File: config.mk
export PLATFORM = sky130hd
export DESIGN_NAME = acc_core
export DESIGN_NICKNAME = d
export VERILOG_FILES = /design/src/rtl/acc_core.sv
export SDC_FILE = /design/constraint.sdc
export NUM_CORES = 1
export LEC_CHECK = 0
export CORE_MARGIN = 1
export CORE_UTILIZATION = 45
export CTS_CLUSTER_SIZE = 20
export DETAILED_ROUTE_END_ITERATION = 10
export PLACE_DENSITY = 0.74
export SKIP_CTS_REPAIR_TIMING = 1
export SYNTH_ARGS = -nofsm -noshare
export SYNTH_HDL_FRONTEND = slang
export SYNTH_SLANG_ARGS = --single-unit
File: constraint.sdc
create_clock -name clk -period 9 [get_ports clk]
set_input_delay 1.8 -clock clk [delete_from_list [all_inputs] [get_ports clk]]
set_output_delay 1.8 -clock clk [all_outputs]
set_load 0.01 [all_outputs]
File: src/rtl/acc_core.sv
// acc_core: parametrised multi-cycle accumulator core.
//
// Runs a fetch/execute loop against an external synchronous read-only program memory.
// Each instruction takes two cycles. FETCH drives the address. EXEC consumes the returned
// word and commits the result at the end of the cycle.
// Instruction word layout (MSB to LSB): {reg_sel[REG_AW], opcode[4], imm[DATA_W]}.
//
// Build option: define ACC_CORE_BRANCH_EN to implement JMP/JZ/JC. When it is undefined,
// those opcodes behave as NOP.
//
// Ports:
//   clk        rising-edge clock
//   rstn       asynchronous active-low reset
//   start      begin execution at address 0 (honoured only in IDLE/HALT)
//   imem_addr  program memory address (equals pc)
//   imem_data  instruction word, valid the cycle after imem_addr
//   acu_dbg    accumulator value
//   pc_dbg     program counter
//   flag_z     zero flag
//   flag_cy    carry/borrow flag
//   retire     high during each EXEC cycle
//   halted     high in HALT state
module acc_core #(
    parameter int unsigned DATA_W   = 8,
    parameter int unsigned NUM_REGS = 4,
    parameter int unsigned PC_W     = 5,
    localparam int unsigned REG_AW  = $clog2(NUM_REGS),
    localparam int unsigned IW      = REG_AW + 4 + DATA_W
) (
    input  logic              clk,
    input  logic              rstn,
    input  logic              start,
    output logic [PC_W-1:0]   imem_addr,
    input  logic [IW-1:0]     imem_data,
    output logic [DATA_W-1:0] acu_dbg,
    output logic [PC_W-1:0]   pc_dbg,
    output logic              flag_z,
    output logic              flag_cy,
    output logic              retire,
    output logic              halted
);

    typedef enum logic [1:0] {StIdle, StFetch, StExec, StHalt} state_e;

    typedef enum logic [3:0] {
        OpNop = 4'h0, OpLdi = 4'h1, OpLdr = 4'h2, OpStr = 4'h3,
        OpAdd = 4'h4, OpSub = 4'h5, OpAnd = 4'h6, OpOr  = 4'h7,
        OpXor = 4'h8, OpNot = 4'h9, OpShl = 4'hA, OpShr = 4'hB,
        OpJmp = 4'hC, OpJz  = 4'hD, OpJc  = 4'hE, OpHlt = 4'hF
    } op_e;

    state_e              state_q;
    logic [PC_W-1:0]     pc_q, pc_d;
    logic [DATA_W-1:0]   acu_q, acu_d;
    logic                z_q, z_d;
    logic                cy_q, cy_d;
    logic                retire_q, halted_q;
    logic [DATA_W-1:0]   regs_q [NUM_REGS];

    // Instruction fields
    logic [REG_AW-1:0]   reg_sel;
    op_e                 opc;
    logic [DATA_W-1:0]   imm;
    logic [DATA_W-1:0]   reg_val;

    logic                acu_we, reg_we, br_taken, is_hlt;
    logic [DATA_W:0]     sum, diff;

    assign reg_sel = imem_data[IW-1 -: REG_AW];
    assign opc     = op_e'(imem_data[DATA_W+3:DATA_W]);
    assign imm     = imem_data[DATA_W-1:0];
    assign reg_val = regs_q[reg_sel];

    always_comb begin
        acu_d    = acu_q;
        z_d      = z_q;
        cy_d     = cy_q;
        acu_we   = 1'b0;
        reg_we   = 1'b0;
        br_taken = 1'b0;
        is_hlt   = 1'b0;
        sum      = {1'b0, acu_q} + {1'b0, reg_val};
        // The top bit of the widened difference is the borrow, i.e. acu < R
        diff     = {1'b0, acu_q} - {1'b0, reg_val};
        case (opc)
            OpLdi: begin acu_d = imm;              acu_we = 1'b1; end
            OpLdr: begin acu_d = reg_val;          acu_we = 1'b1; end
            OpStr: reg_we = 1'b1;
            OpAdd: begin {cy_d, acu_d} = sum;      acu_we = 1'b1; end
            OpSub: begin {cy_d, acu_d} = diff;     acu_we = 1'b1; end
            OpAnd: begin acu_d = acu_q & reg_val;  cy_d = 1'b0; acu_we = 1'b1; end
            OpOr:  begin acu_d = acu_q | reg_val;  cy_d = 1'b0; acu_we = 1'b1; end
            OpXor: begin acu_d = acu_q ^ reg_val;  cy_d = 1'b0; acu_we = 1'b1; end
            OpNot: begin acu_d = ~acu_q;           cy_d = 1'b0; acu_we = 1'b1; end
            OpShl: begin
                acu_d  = {acu_q[DATA_W-2:0], 1'b0};
                cy_d   = acu_q[DATA_W-1];
                acu_we = 1'b1;
            end
            OpShr: begin
                acu_d  = {1'b0, acu_q[DATA_W-1:1]};
                cy_d   = acu_q[0];
                acu_we = 1'b1;
            end
`ifdef ACC_CORE_BRANCH_EN
            OpJmp: br_taken = 1'b1;
            OpJz:  br_taken = z_q;
            OpJc:  br_taken = cy_q;
`endif
            OpHlt: is_hlt = 1'b1;
            default: ;
        endcase
        if (acu_we) begin
            z_d = (acu_d == '0);
        end
    end

    // Branch target is the low bits of imm, zero-extended when imm is narrower than pc
    assign pc_d = br_taken ? PC_W'(imm) : pc_q + PC_W'(1);

    always_ff @(posedge clk or negedge rstn) begin
        if (!rstn) begin
            state_q  <= StIdle;
            pc_q     <= '0;
            acu_q    <= '0;
            z_q      <= 1'b0;
            cy_q     <= 1'b0;
            retire_q <= 1'b0;
            halted_q <= 1'b0;
            regs_q   <= '{default: '0};
        end else begin
            unique case (state_q)
                StIdle, StHalt: begin
                    if (start) begin
                        state_q  <= StFetch;
                        pc_q     <= '0;
                        halted_q <= 1'b0;
                    end
                end
                StFetch: begin
                    state_q  <= StExec;
                    retire_q <= 1'b1;
                end
                StExec: begin
                    retire_q <= 1'b0;
                    acu_q    <= acu_d;
                    z_q      <= z_d;
                    cy_q     <= cy_d;
                    if (reg_we) begin
                        regs_q[reg_sel] <= acu_q;
                    end
                    // pc is left pointing at the HLT for debug visibility
                    if (is_hlt) begin
                        state_q  <= StHalt;
                        halted_q <= 1'b1;
                    end else begin
                        state_q <= StFetch;
                        pc_q    <= pc_d;
                    end
                end
                default: state_q <= StIdle;
            endcase
        end
    end

    assign imem_addr = pc_q;
    assign pc_dbg    = pc_q;
    assign acu_dbg   = acu_q;
    assign flag_z    = z_q;
    assign flag_cy   = cy_q;
    assign retire    = retire_q;
    assign halted    = halted_q;

endmodule

# --- After elaboration in Yosys (flattened, before gate mapping) ---
# Cells that the tools add are included.
word_totals:
  latch_bits: 0
  ram_bits: 0
  ff_bits: 51
  wordCells: 74
  mem_count: 0
  mem_bits_ro: 0
classes:
  n_shift: 0
  n_lt_le_gt_ge: 2
  n_mul: 0
  bitwise_logic: 5
  add_sub_neg: 3
  eq_ne: 18
  n_reduce_logical: 14
  muxes: 21
  div_mod_pow: 0
op_table:
  columns: ["operator", "n"]
  rows:
  - ["$pmux 8 s10", 1]
  - ["$bwmux 32", 1]
  - ["$mux 8", 3]
  - ["$eq 4x4->1 const B", 5]
  - ["$bmux 8 s2", 1]
  - ["$demux 8 s2", 1]
  - ["$eq 4x3->1 const B", 4]
  - ["$mux 5", 2]
  - ["$pmux 5 s2", 1]
  - ["$reduce_or 10->1", 1]
  - ["$add 8x8->9", 1]
  - ["$sub 8x8->9", 1]
  - ["$and 8x8->8", 1]
  - ["$eq 4x2->1 const B", 2]
  - ["$logic_not 8->1", 1]
  - ["$not 8->8", 1]
  - ["$or 8x8->8", 1]
  - ["$xor 8x8->8", 1]
  - ["$ne 2x2->1 const B", 3]
  - ["$pmux 2 s3", 1]
  - ["$reduce_and 2->1", 3]
  - ["$reduce_and 3->1", 2]
  - ["$add 5x1->5 const B", 1]
  - ["$mux 1", 5]
  - ["15 further kinds", 19]

# --- Logic depth before layout (Yosys ltp) ---
# Gate-level depths: netlist of the first run.
depth:
  depth_word: 7
  ltp_mapped: 12

# --- Worst setup path before layout of the first run ---
# Ideal clock, no wire load.
synth_path:
  path_kind: "in2reg"
  from: "in imem_data[12]"
  to: "reg z_q (netlist: flag_z)"
  stages: 11
  setup_ps: 92
  path_slack_ps: 4483
  t_arrival_ps: 4425
  path_buffers: 2
  required_time_ps: 8908
  cell_sequence: "buf_6 > clkbuf_1 > mux4_2 > inv_1 > ha_1 > a2111o_1 > a31o_2 > o32ai_1 > and3_1 > a31oi_1 > o31ai_2"
synth_between:
  elab_chain_len: 7
  word_cells_on_any_way: 11
  cone_classes: "add/sub: 2; mux: 4; bitwise: 4; reduce/logical: 1"
synth_lines:
  columns: ["element", "line", "text"]
  rows:
  - ["start, declared", "34", "input logic [IW-1:0] imem_data,"]
  - ["$not 2->3 (implied by the code) *", "72", "assign reg_val = regs_q[reg_sel];"]
  - ["$bmux 8 s2 *", "72", null]
  - ["$mux 8 (implied by the code) * (2 in series)", "72", null]
  - ["$sub 8x8->9 (tied with other cells)", "84", "diff = {1'b0, acu_q} - {1'b0, reg_val};"]
  - ["$pmux 8 s10 *", "85", "case (opc)"]
  - ["$logic_not 8->1 *", "114", "z_d = (acu_d == '0);"]
  - ["end signal, assigned", "147", "z_q <= z_d;"]
  - ["end, declared", "55", "logic z_q, z_d;"]
# Every way passes the cells marked *; elsewhere a longest branch is shown, timed or not. The select of a mux whose other input is x is not followed.
# A chain may end at the register's enable or synchronous reset.

# --- Worst setup path in the final report of the first run ---
# Same ends and word-level chain as after synthesis.

==> metrics.csv, run 1 <==
stage,metric,value,unit
run_status,status,"complete, no violations",
sta,Tightest Pin Transition,925,ps
worst_setup_path,CP startpoint kind,input port,
global_route,vias in the first global route,3446,
placement,post-detail-place hpwl,8280,um
global_route,total congestion overflow,0,
power_and_ir_drop,Design Power,0.00113,W
yosys,synth unique cells,75,
yosys,Syn Inst Count,441,
drt,drc violations,0,
yosys,sequential share of the synthesized area,0.309,
global_route,largest net degree at the start of global routing,52,
layout,Fillers,794,
drt,Post-DRT Antenna Nets,0,
sta,Setup TNS,0,ps
sta,setup violators final,0,
power_and_ir_drop,PwrDens,243,nW/um^2
floorplanning,Die Wd,97.9,um
power_and_ir_drop,worst vdd ir,0.143,mV
worst_setup_path,CP cell instances,"clkdlybuf4s50_1, mux4_2, inv_1, ha_1, or2_2, a211oi_1, and2_1, o22ai_1, xor2_1, a221o_1, o31ai_2",
drt,drt first pass iters,5,
yosys,Synth Net Count,491,
layout,most frequent cells in the layout,"dfrtp_1 (51), clkdlybuf4s50_1 (37), o21ai_0 (34)",
layout,"Area growth, synth to finish",11.9,%
global_route,All-Layer GR Usage,0.244,
drt,Iter 0 DRT Violations,343,
hold_path,worst hold path type,register to register,
worst_setup_path,CP Capture Type,register,
worst_setup_path,Slowest cell on crit path,clkdlybuf4s50_1,
global_route,initial antenna violation count,0,
clock_tree,clock buffer count from CTS,5,
clock_tree,CTS Buffer Depth,2,
sta,final period utilization,0.587,
drt,final WL,11400,um
yosys,ys async rst share,1.00,
placement,routability cong.,1.00,
worst_setup_path,CP arrival,5510,ps
clock_tree,Root Buffer,clkbuf_8,
layout,Ant. Diodes,0,
sta,Final Hold Fails,0,
yosys,Synth Area per Inst,9.38,sq um
power_and_ir_drop,Comb pwr share,0.545,
sta,clk_skew,7.70,ps
placement,Port Buffers,38,
clock_tree,H-tree levels,2,
yosys,Synth Warn #,0,
layout,"most common cell after layout, fill and taps aside",dfrtp_1,
worst_setup_path,Setup Crit Path Kind,input port to register,
sta,RSZ-0062 raised after global routing,no,
yosys,"EDFF count, synth",0,
sta,Hold Worst Slack,489,ps
worst_setup_path,Worst path max stage delay,930,ps
floorplanning,# rows,34,
yosys,"Primary FF master, synth",dfrtp_1,
clock_tree,Clock Latency Late Sink,310,ps
yosys,Post-Syn Area,4140,sq um
clock_tree,clk sinks,51,
clock_tree,clock slew at reported path FFs,100,ps
global_route,wire length of the first global-routing pass,18400,um
power_and_ir_drop,Seq pwr share,0.339,
sta,Max Slew Vio Count,0,
worst_setup_path,CP Data Required Time,9220,ps
floorplanning,starting density of the core,0.470,
power_and_ir_drop,P_sw,0.000511,W
floorplanning,Die H,97.9,um
layout,share of layout cells above drive strength 1,0.122,
sta,minimum clock period,5290,ps
drt,vias per inst,6.38,
floorplanning,die area,9580,sq um
sta,fmax,189,MHz
power_and_ir_drop,Sw Share,0.453,
run,Max Cap Viol,0,
sta,Rel. slew slack,0.375,
drt,wire per inst,19.8,um
yosys,synthesized flop and latch total,51,
floorplanning,core area,8810,sq um
floorplanning,Top Ports,39,
layout,layout net count,515,
power_and_ir_drop,internal cell power,0.000615,W
power_and_ir_drop,clock group share of total power,0.117,
clock_tree,CTS tree,built,
power_and_ir_drop,P_leak,1.97,nW
worst_setup_path,Crit Path Max Fanout,14,
drt,vias,3664,
-- routing by layer --
metal / GRT usage / part of all wire / vias to the layer above / routed length, um
li1: - / - / 1674 / -
met1: 0.343 / 0.44 / 1789 / 5060
met2: 0.379 / 0.45 / 176 / 5180
met3: 0.0408 / 0.078 / 25 / 883
met4: 0.0886 / 0.024 / 0 / 269
met5: 0 / 0 / - / 0
-- sequential cells by signal, summed over array words and instances (netlist names) --
register / cells
acu_dbg: 8
halted: 1
imem_addr: 5
regs_q: 32
flag_cy: 1
state_q: 2
flag_z: 1
retire: 1
-- final cells by class --
cell class                 count  area [sq um]  area share
clock buffer                   6          72.6      0.0157
clock inverter                 2          12.5     0.00270
inverter                      33           124      0.0268
multi-input combinational    330          2590       0.559
sequential                    51          1280       0.276
tap                          108           135      0.0292
timing repair buffer          44           420      0.0908
-- per-stage QoR --
stage,instances,worst slack [ps],utilization,cell area [sq um]
detailed placement,566,3390,0.516,4540
CTS,574,3700,0.526,4630
global route,574,3510,0.526,4630
global placement,566,3480,0.516,4540
finish,574,3710,0.526,4630
floorplan,441,4480,-,4140
-- power by group through the flow --
stage	logic [W]	clock network (W)	registers (W)
after detailed placement	0.000601	0	0.000386
final	0.000613	0.000131	0.000381
after global placement	0.000594	0	0.000380
after floorplan	0.000414	0	0.000363
after CTS	0.000604	0.000133	0.000381
after global routing	0.000681	0.000143	0.000393
-- path summary, 6_finish.rpt --
check	from	end	slack (ps)	cells after the start
worst min-delay path	regs_q[0]	regs_q[0]	490	2
worst max-delay path	imem_data[12]	flag_z	3710	11
min in group asynchronous	rstn	retire	1580	2
max in group asynchronous	rstn	regs_q[26]	6970	2
worst max register to register	regs_q[1]	flag_z	5870	10
worst min register to register	regs_q[0]	regs_q[0]	490	2
-- cell usage after synthesis (3+ instances only) --
master     number  area share
a21oi_1        20       0.024
a22oi_1         8       0.015
a31oi_1         4      0.0061
a32oi_1         7       0.015
and3_1          5      0.0076
buf_2          10       0.012
buf_4           7       0.013
clkbuf_1        8      0.0073
dfrtp_1        51        0.31
ha_1           31       0.094
inv_1          32       0.029
mux2_2         27       0.074
mux2i_1         6       0.015
mux4_2          6       0.033
nand2_1        22       0.020
nand2b_1        9       0.014
nand3_1        11       0.013
nand3b_1        4      0.0073
nand4_1         5      0.0076
nor2_1         29       0.026
nor2b_1        15       0.023
nor3_1          4      0.0048
nor3b_1         4      0.0073
o2111ai_1       3      0.0064
o211ai_1        6       0.011
o21ai_0        34       0.041
o22ai_1         3      0.0045
o31a_1          4      0.0085
xor2_1          4      0.0085
-- logic make-up (layout without fill, tap and decap cells) --
group                      count (synthesis)  in the layout  share of synthesized area
xor gates and xnor gates                   6              6                     0.0127
AOI/OAI and AO/OA                        122            122                      0.207
DFF                                       51             51                      0.309
muxes                                     40             40                      0.127
and+or+nand+nor                          129            129                      0.175
adders and majority gates                 33             33                      0.103
buffers and inverters                     60             85                     0.0657
-- worst max-delay path, delay by kind of cell --
| family | cells | cell delay (ps) |
|---|---|---|
| buf+inv | 2 | 1130 |
| compound gates | 4 | 1040 |
| mux | 1 | 620 |
| simple gates | 2 | 470 |
| fa+ha+maj | 1 | 260 |
| xor+xnor | 1 | 150 |
No activity file was read; power rests on OpenSTA's default activity.
==> inputs of run 2 (changes only) <==
==> constraint.sdc (replaced) <==
create_clock -name clk -period 5.5 [get_ports clk]
set_input_delay 1.1 -clock clk [delete_from_list [all_inputs] [get_ports clk]]
set_output_delay 1.1 -clock clk [all_outputs]
set_load 0.01 [all_outputs]
==> run 2 against run 1 <==
  * First-iteration DRC count is 16% higher
  * Sequential power is 66% higher
  * Largest cell class unchanged
  * Register-to-register slack worse by 3600 ps
  * Critical path depth stayed put
  * Core utilization is 0.38 points higher
  * Wire length is 1.7% higher
  * Die area stayed put
  * Sequential share of layout area is 0.20 points lower
  * Combinational power is 66% higher
  * Final cell count is 0.35% higher
==> metrics.csv, run 2 (same netlist as run 1, synthesis figures left out) <==
stage,metric,value,unit,change
run_status,status,"complete, no violations",,unchanged
floorplanning,Die Wd,97.9,um,unchanged
sta,Max Slew Vio Count,0,,unchanged
layout,Fillers,775,,was 794
drt,final WL,11600,um,"was 11,400 um"
hold_path,Hold Path Origin,regs_q[5],,was regs_q[0]
sta,setup violators final,0,,unchanged
sta,Tightest Pin Transition,1120,ps,was 925 ps
floorplanning,Die H,97.9,um,unchanged
clock_tree,CTS Buffer Depth,2,,unchanged
sta,minimum clock period,4430,ps,
power_and_ir_drop,P_leak,1.99,nW,was 1.97 nW
drt,drt first pass iters,6,,was 5
hold_path,worst hold path type,register to register,,unchanged
worst_setup_path,CP Launch Point,imem_data[13],,was imem_data[12]
worst_setup_path,Worst path max stage delay,860,ps,was 930 ps
sta,fmax,226,MHz,
drt,drc violations,0,,unchanged
clock_tree,clock buffer count from CTS,5,,unchanged
floorplanning,Top Ports,39,,unchanged
layout,Ant. Diodes,0,,unchanged
placement,Post-Place Setup Slack,772,ps,was 3390 ps
power_and_ir_drop,PwrDens,405,nW/um^2,was 243 nW/um^2
worst_setup_path,Buf/Inv on CP,2,,unchanged
sta,clk_skew,5.95,ps,was 7.70 ps
sta,Setup TNS,0,ps,unchanged
placement,routability cong.,0.919,,was 1.00
worst_setup_path,Setup Crit Path Kind,input port to register,,unchanged
layout,"most common cell after layout, fill and taps aside",dfrtp_1,,unchanged
worst_setup_path,CP arrival,4650,ps,was 5510 ps
sta,final period utilization,0.806,,
layout,"Area growth, synth to finish",12.7,%,was 11.9%
drt,wire per inst,20.1,um,was 19.8 um
layout,share of layout cells above drive strength 1,0.128,,was 0.122
power_and_ir_drop,worst vdd ir,0.243,mV,was 0.143 mV
drt,vias,3705,,"was 3,664"
worst_setup_path,CP Data Required Time,5720,ps,was 9220 ps
global_route,vias in the first global route,3633,,"was 3,446"
worst_setup_path,CP most frequent cell,nand4b_1,,
clock_tree,CTS tree,built,,unchanged
global_route,total congestion overflow,0,,unchanged
floorplanning,die area,9580,sq um,unchanged
clock_tree,H-tree levels,2,,unchanged
run,Max Cap Viol,0,,unchanged
clock_tree,clk sinks,51,,unchanged
sta,Final Hold Fails,0,,unchanged
worst_setup_path,RR Startpoint,regs_q[0],,was regs_q[1]
worst_setup_path,"delay-heaviest family, CP",buffers and inverters,,unchanged
worst_setup_path,Slowest cell on crit path,clkdlybuf4s50_1,,unchanged
worst_setup_path,Crit Path Max Fanout,13,,was 14
global_route,All-Layer GR Usage,0.249,,was 0.244
layout,layout net count,517,,was 515
global_route,wire length of the first global-routing pass,19100,um,"was 18,400 um"
floorplanning,starting density of the core,0.470,,unchanged
drt,Iter 0 DRT Violations,398,,was 343
power_and_ir_drop,Design Power,0.00189,W,was 0.00113 W
layout,largest reg by FF count,regs_q,,unchanged
drt,Post-DRT Antenna Nets,0,,unchanged
sta,setup ws final,1070,ps,was 3710 ps
worst_setup_path,instance count on the critical path,11,,unchanged
layout,most frequent cells in the layout,"dfrtp_1 (51), clkdlybuf4s50_1 (37), o21ai_0 (34)",,unchanged
worst_setup_path,CP cell instances,"clkdlybuf4s50_1, mux4_2, ha_1, inv_1, fa_1, a32oi_1, nand4b_1, or4_4, a2111oi_4, nand4b_1, o31ai_2",,"was clkdlybuf4s50_1, mux4_2, inv_1, ha_1, or2_2, a211oi_1, and2_1, o22ai_1, xor2_1, a221o_1, o31ai_2"
placement,post-detail-place hpwl,8580,um,was 8280 um
clock_tree,clock slew at reported path FFs,90,ps,was 100 ps
hold_path,hold-critical path depth,2,,unchanged
drt,vias per inst,6.43,,was 6.38
clock_tree,Root Buffer,clkbuf_8,,unchanged
placement,Placed Cells incl. Taps,568,,was 566
floorplanning,# rows,34,,unchanged
worst_setup_path,CP startpoint kind,input port,,unchanged
layout,max FFs per register,32,,unchanged
clock_tree,Clock Latency Late Sink,300,ps,was 310 ps
floorplanning,core area,8810,sq um,unchanged
worst_setup_path,CP Capture Type,register,,unchanged
sta,RSZ-0062 raised after global routing,no,,unchanged
sta,Rel. slew slack,0.254,,was 0.375
global_route,initial antenna violation count,0,,unchanged
layout,Finished Layout Cells,576,,was 574
global_route,largest net degree at the start of global routing,52,,unchanged
placement,Port Buffers,38,,unchanged
worst_setup_path,Reg2Reg Depth,10,,unchanged
run 2: cell count changes in the layout (fill, tap and decap cells not counted):
cell | previous run | this run
buf_4 | 6 | 8
clkbuf_8 | 5 | 7
clkbuf_1 | 1 | 0
clkinv_2 | 1 | 0
run 2: cell type report:
type                       count  area (sq um)  share of cell area
multi-input combinational    330          2590               0.555
sequential                    51          1280               0.274
timing repair buffer          46           435              0.0934
tap                          108           135              0.0290
inverter                      33           124              0.0266
clock buffer                   7          96.3              0.0207
clock inverter                 1          7.51             0.00161
run 2: worst paths after layout:
check	to	slack, ps
worst max-delay path	flag_z	1070
worst min-delay path	regs_q[5]	500
worst max register to register	flag_z	2260
worst min register to register	regs_q[5]	500
max in group asynchronous	acu_dbg[2]	3800
min in group asynchronous	flag_cy	1000
run 2: power by group:
part / total, W / internal [W] / switching (W)
clock network: 0.000236 / 0.000115 / 0.000121
registers: 0.000631 / 0.000477 / 0.000154
logic: 0.00102 / 0.000445 / 0.000577
run 2: metrics by stage:
step	area [sq um]	hold slack, ps	util
global placement	4560	469	0.518
global route	4660	523	0.529
finish	4660	503	0.529
floorplan	4140	442	-
detailed placement	4560	475	0.518
CTS	4660	502	0.529
run 2: routing by layer:
| metal | track usage | wire, um | vias to the layer above |
|---|---|---|---|
| met3 | 0.0394 | 940 | 38 |
| met2 | 0.380 | 5200 | 200 |
| met5 | 0 | 0 | - |
| met1 | 0.351 | 5100 | 1787 |
| li1 | - | - | 1680 |
| met4 | 0.108 | 346 | 0 |
run 2: tightest hold or removal path, stage by stage, from the launching register on:
cell and delay [ps]:
dfrtp_1 360, nand2_1 50, o21ai_0 60
==> inputs of run 3 (changes only) <==
==> constraint.sdc (replaced) <==
create_clock -name clk -period 4.2 [get_ports clk]
set_input_delay 0.84 -clock clk [delete_from_list [all_inputs] [get_ports clk]]
set_output_delay 0.84 -clock clk [all_outputs]
set_load 0.01 [all_outputs]
==> run 3 against run 2 <==
  * Worst hold slack got worse by 7.2 ps
  * Wire length about the same
  * Non-clock buffer count increased by 21
  * Combinational power increased by 38%
  * Final cell count increased by 3.3%
  * Die area unchanged
  * Global-route usage decreased by 0.53 points
  * Final area increased by 3.1%
  * Count of clock-buffer cells in the layout decreased by 2
  * Sequential power increased by 31%
  * Highest routed layer unchanged
==> metrics.csv, run 3 (same netlist as run 1, synthesis figures left out) <==
stage,metric,value,unit,change
placement,Port Buffers,38,,unchanged
clock_tree,CTS tree,built,,unchanged
clock_tree,Clock Latency Late Sink,310,ps,was 300 ps
power_and_ir_drop,worst vdd ir,0.308,mV,was 0.243 mV
drt,wire per inst,19.5,um,was 20.1 um
floorplanning,starting density of the core,0.470,,unchanged
placement,Placed Cells incl. Taps,589,,was 568
power_and_ir_drop,P_leak,2.08,nW,was 1.99 nW
clock_tree,clock slew at reported path FFs,80,ps,was 90 ps
layout,share of layout cells above drive strength 1,0.162,,was 0.128
hold_path,worst hold path type,register to register,,unchanged
drt,vias,3790,,"was 3,705"
sta,RSZ-0062 raised after global routing,no,,unchanged
worst_setup_path,Worst path max stage delay,600,ps,was 860 ps
sta,minimum clock period,3930,ps,
worst_setup_path,CP cell instances,"clkdlybuf4s50_1, buf_12, mux4_2, inv_1, ha_1, nor2b_1, o311a_1, o41ai_1, o32ai_1, and3_1, a31oi_1, o31ai_2",,"was clkdlybuf4s50_1, mux4_2, ha_1, inv_1, fa_1, a32oi_1, nand4b_1, or4_4, a2111oi_4, nand4b_1, o31ai_2"
power_and_ir_drop,PwrDens,521,nW/um^2,was 405 nW/um^2
layout,"most common cell after layout, fill and taps aside",dfrtp_1,,unchanged
global_route,total congestion overflow,0,,unchanged
layout,Finished Layout Cells,595,,was 576
hold_path,hold-critical path depth,2,,unchanged
placement,routability cong.,0.989,,was 0.919
worst_setup_path,CP arrival,4130,ps,was 4650 ps
clock_tree,Root Buffer,clkbuf_8,,unchanged
drt,Post-DRT Antenna Nets,0,,unchanged
sta,setup ws final,274,ps,was 1070 ps
drt,vias per inst,6.37,,was 6.43
layout,flip-flop and latch area,1280,sq um,unchanged
layout,largest reg by FF count,regs_q,,unchanged
floorplanning,core area,8810,sq um,unchanged
drt,drt first pass iters,5,,was 6
global_route,largest net degree at the start of global routing,52,,unchanged
global_route,vias in the first global route,3569,,"was 3,633"
placement,Post-Place Setup Slack,-7.69,ps,was 772 ps
layout,Ant. Diodes,0,,unchanged
layout,Fillers,750,,was 775
sta,Max Slew Vio Count,0,,unchanged
run,Max Cap Viol,0,,unchanged
clock_tree,clk sinks,51,,unchanged
worst_setup_path,Setup Crit Path Kind,input port to register,,unchanged
layout,max FFs per register,32,,unchanged
sta,clk_skew,12.7,ps,was 5.95 ps
worst_setup_path,Reg2Reg Depth,11,,was 10
global_route,All-Layer GR Usage,0.244,,was 0.249
floorplanning,die area,9580,sq um,unchanged
clock_tree,CTS Buffer Depth,2,,unchanged
layout,layout net count,538,,was 517
floorplanning,Die Wd,97.9,um,unchanged
sta,setup violators final,0,,unchanged
sta,fmax,255,MHz,
sta,Setup TNS,0,ps,unchanged
global_route,initial antenna violation count,0,,unchanged
sta,Rel. slew slack,0.485,,was 0.254
clock_tree,clock buffer count from CTS,5,,unchanged
placement,post-detail-place hpwl,8760,um,was 8580 um
sta,final period utilization,0.935,,
floorplanning,# rows,34,,unchanged
clock_tree,H-tree levels,2,,unchanged
run_status,status,"complete, no violations",,unchanged
layout,most frequent cells in the layout,"dfrtp_1 (51), clkdlybuf4s50_1 (37), o21ai_0 (34)",,unchanged
sta,Tightest Pin Transition,771,ps,was 1120 ps
drt,drc violations,0,,unchanged
worst_setup_path,CP Capture Type,register,,unchanged
sta,Final Hold Fails,0,,unchanged
worst_setup_path,CP startpoint kind,input port,,unchanged
global_route,wire length of the first global-routing pass,18700,um,"was 19,100 um"
worst_setup_path,Crit Path Max Fanout,12,,was 13
worst_setup_path,CP Data Required Time,4410,ps,was 5720 ps
floorplanning,Top Ports,39,,unchanged
drt,final WL,11600,um,about the same
worst_setup_path,Slowest cell on crit path,clkdlybuf4s50_1,,unchanged
floorplanning,Die H,97.9,um,unchanged
layout,area occupied by multi-input gates,2590,sq um,unchanged
drt,Iter 0 DRT Violations,420,,was 398
layout,"Area growth, synth to finish",16.2,%,was 12.7%
run 3: changes by cell type in the layout (fill, tap and decap cells not counted), sizes merged:
cell and delta:
buf +21, clkbuf -2
run 3: power breakdown:
part	total [W]	switching (W)	internal, W
combinational	0.00141	0.000767	0.000643
sequential	0.000828	0.000203	0.000625
clock	0.000265	0.000154	0.000111
run 3: area by class of cell:
class                           count  area share
Clock inverter                      1     0.00156
Tap cell                          108      0.0281
Sequential cell                    51       0.266
Multi-Input combinational cell    330       0.539
Inverter                           33      0.0258
Timing Repair Buffer               67       0.126
Clock buffer                        5      0.0143
run 3: final timing paths:
kind,startpoint,to,slack (ps)
max in group asynchronous,rstn,flag_z,3140
worst max register to register,acu_dbg[0],flag_z,1010
worst min register to register,regs_q[1],regs_q[1],500
worst max-delay path,imem_data[12],flag_z,270
min in group asynchronous,rstn,state_q[1],620
worst min-delay path,regs_q[1],regs_q[1],500
run 3: worst max-delay path: cells and delay by family:
kind            cells  cell delay [ps]
compound gates      5             1080
fa+ha+maj           1              290
buf+inv             3              880
mux                 1              550
simple gates        2              480
run 3: metal layers:
| metal | global-route usage | routed length [um] | share of wire |
|---|---|---|---|
| met5 | 0 | 0 | 0 |
| met1 | 0.341 | 5220 | 0.45 |
| met3 | 0.0451 | 879 | 0.076 |
| met2 | 0.373 | 5120 | 0.44 |
| met4 | 0.101 | 364 | 0.031 |
run 3: per-stage QoR:
step | util | power (W) | hold slack, ps | area (sq um)
final | 0.546 | 0.00250 | 496 | 4800
after global routing | 0.546 | 0.00268 | 516 | 4800
after CTS | 0.546 | 0.00247 | 499 | 4800
after detailed placement | 0.537 | 0.00220 | 478 | 4730
after global placement | 0.537 | 0.00218 | 461 | 4730
after floorplan | - | 0.00167 | 442 | 4140
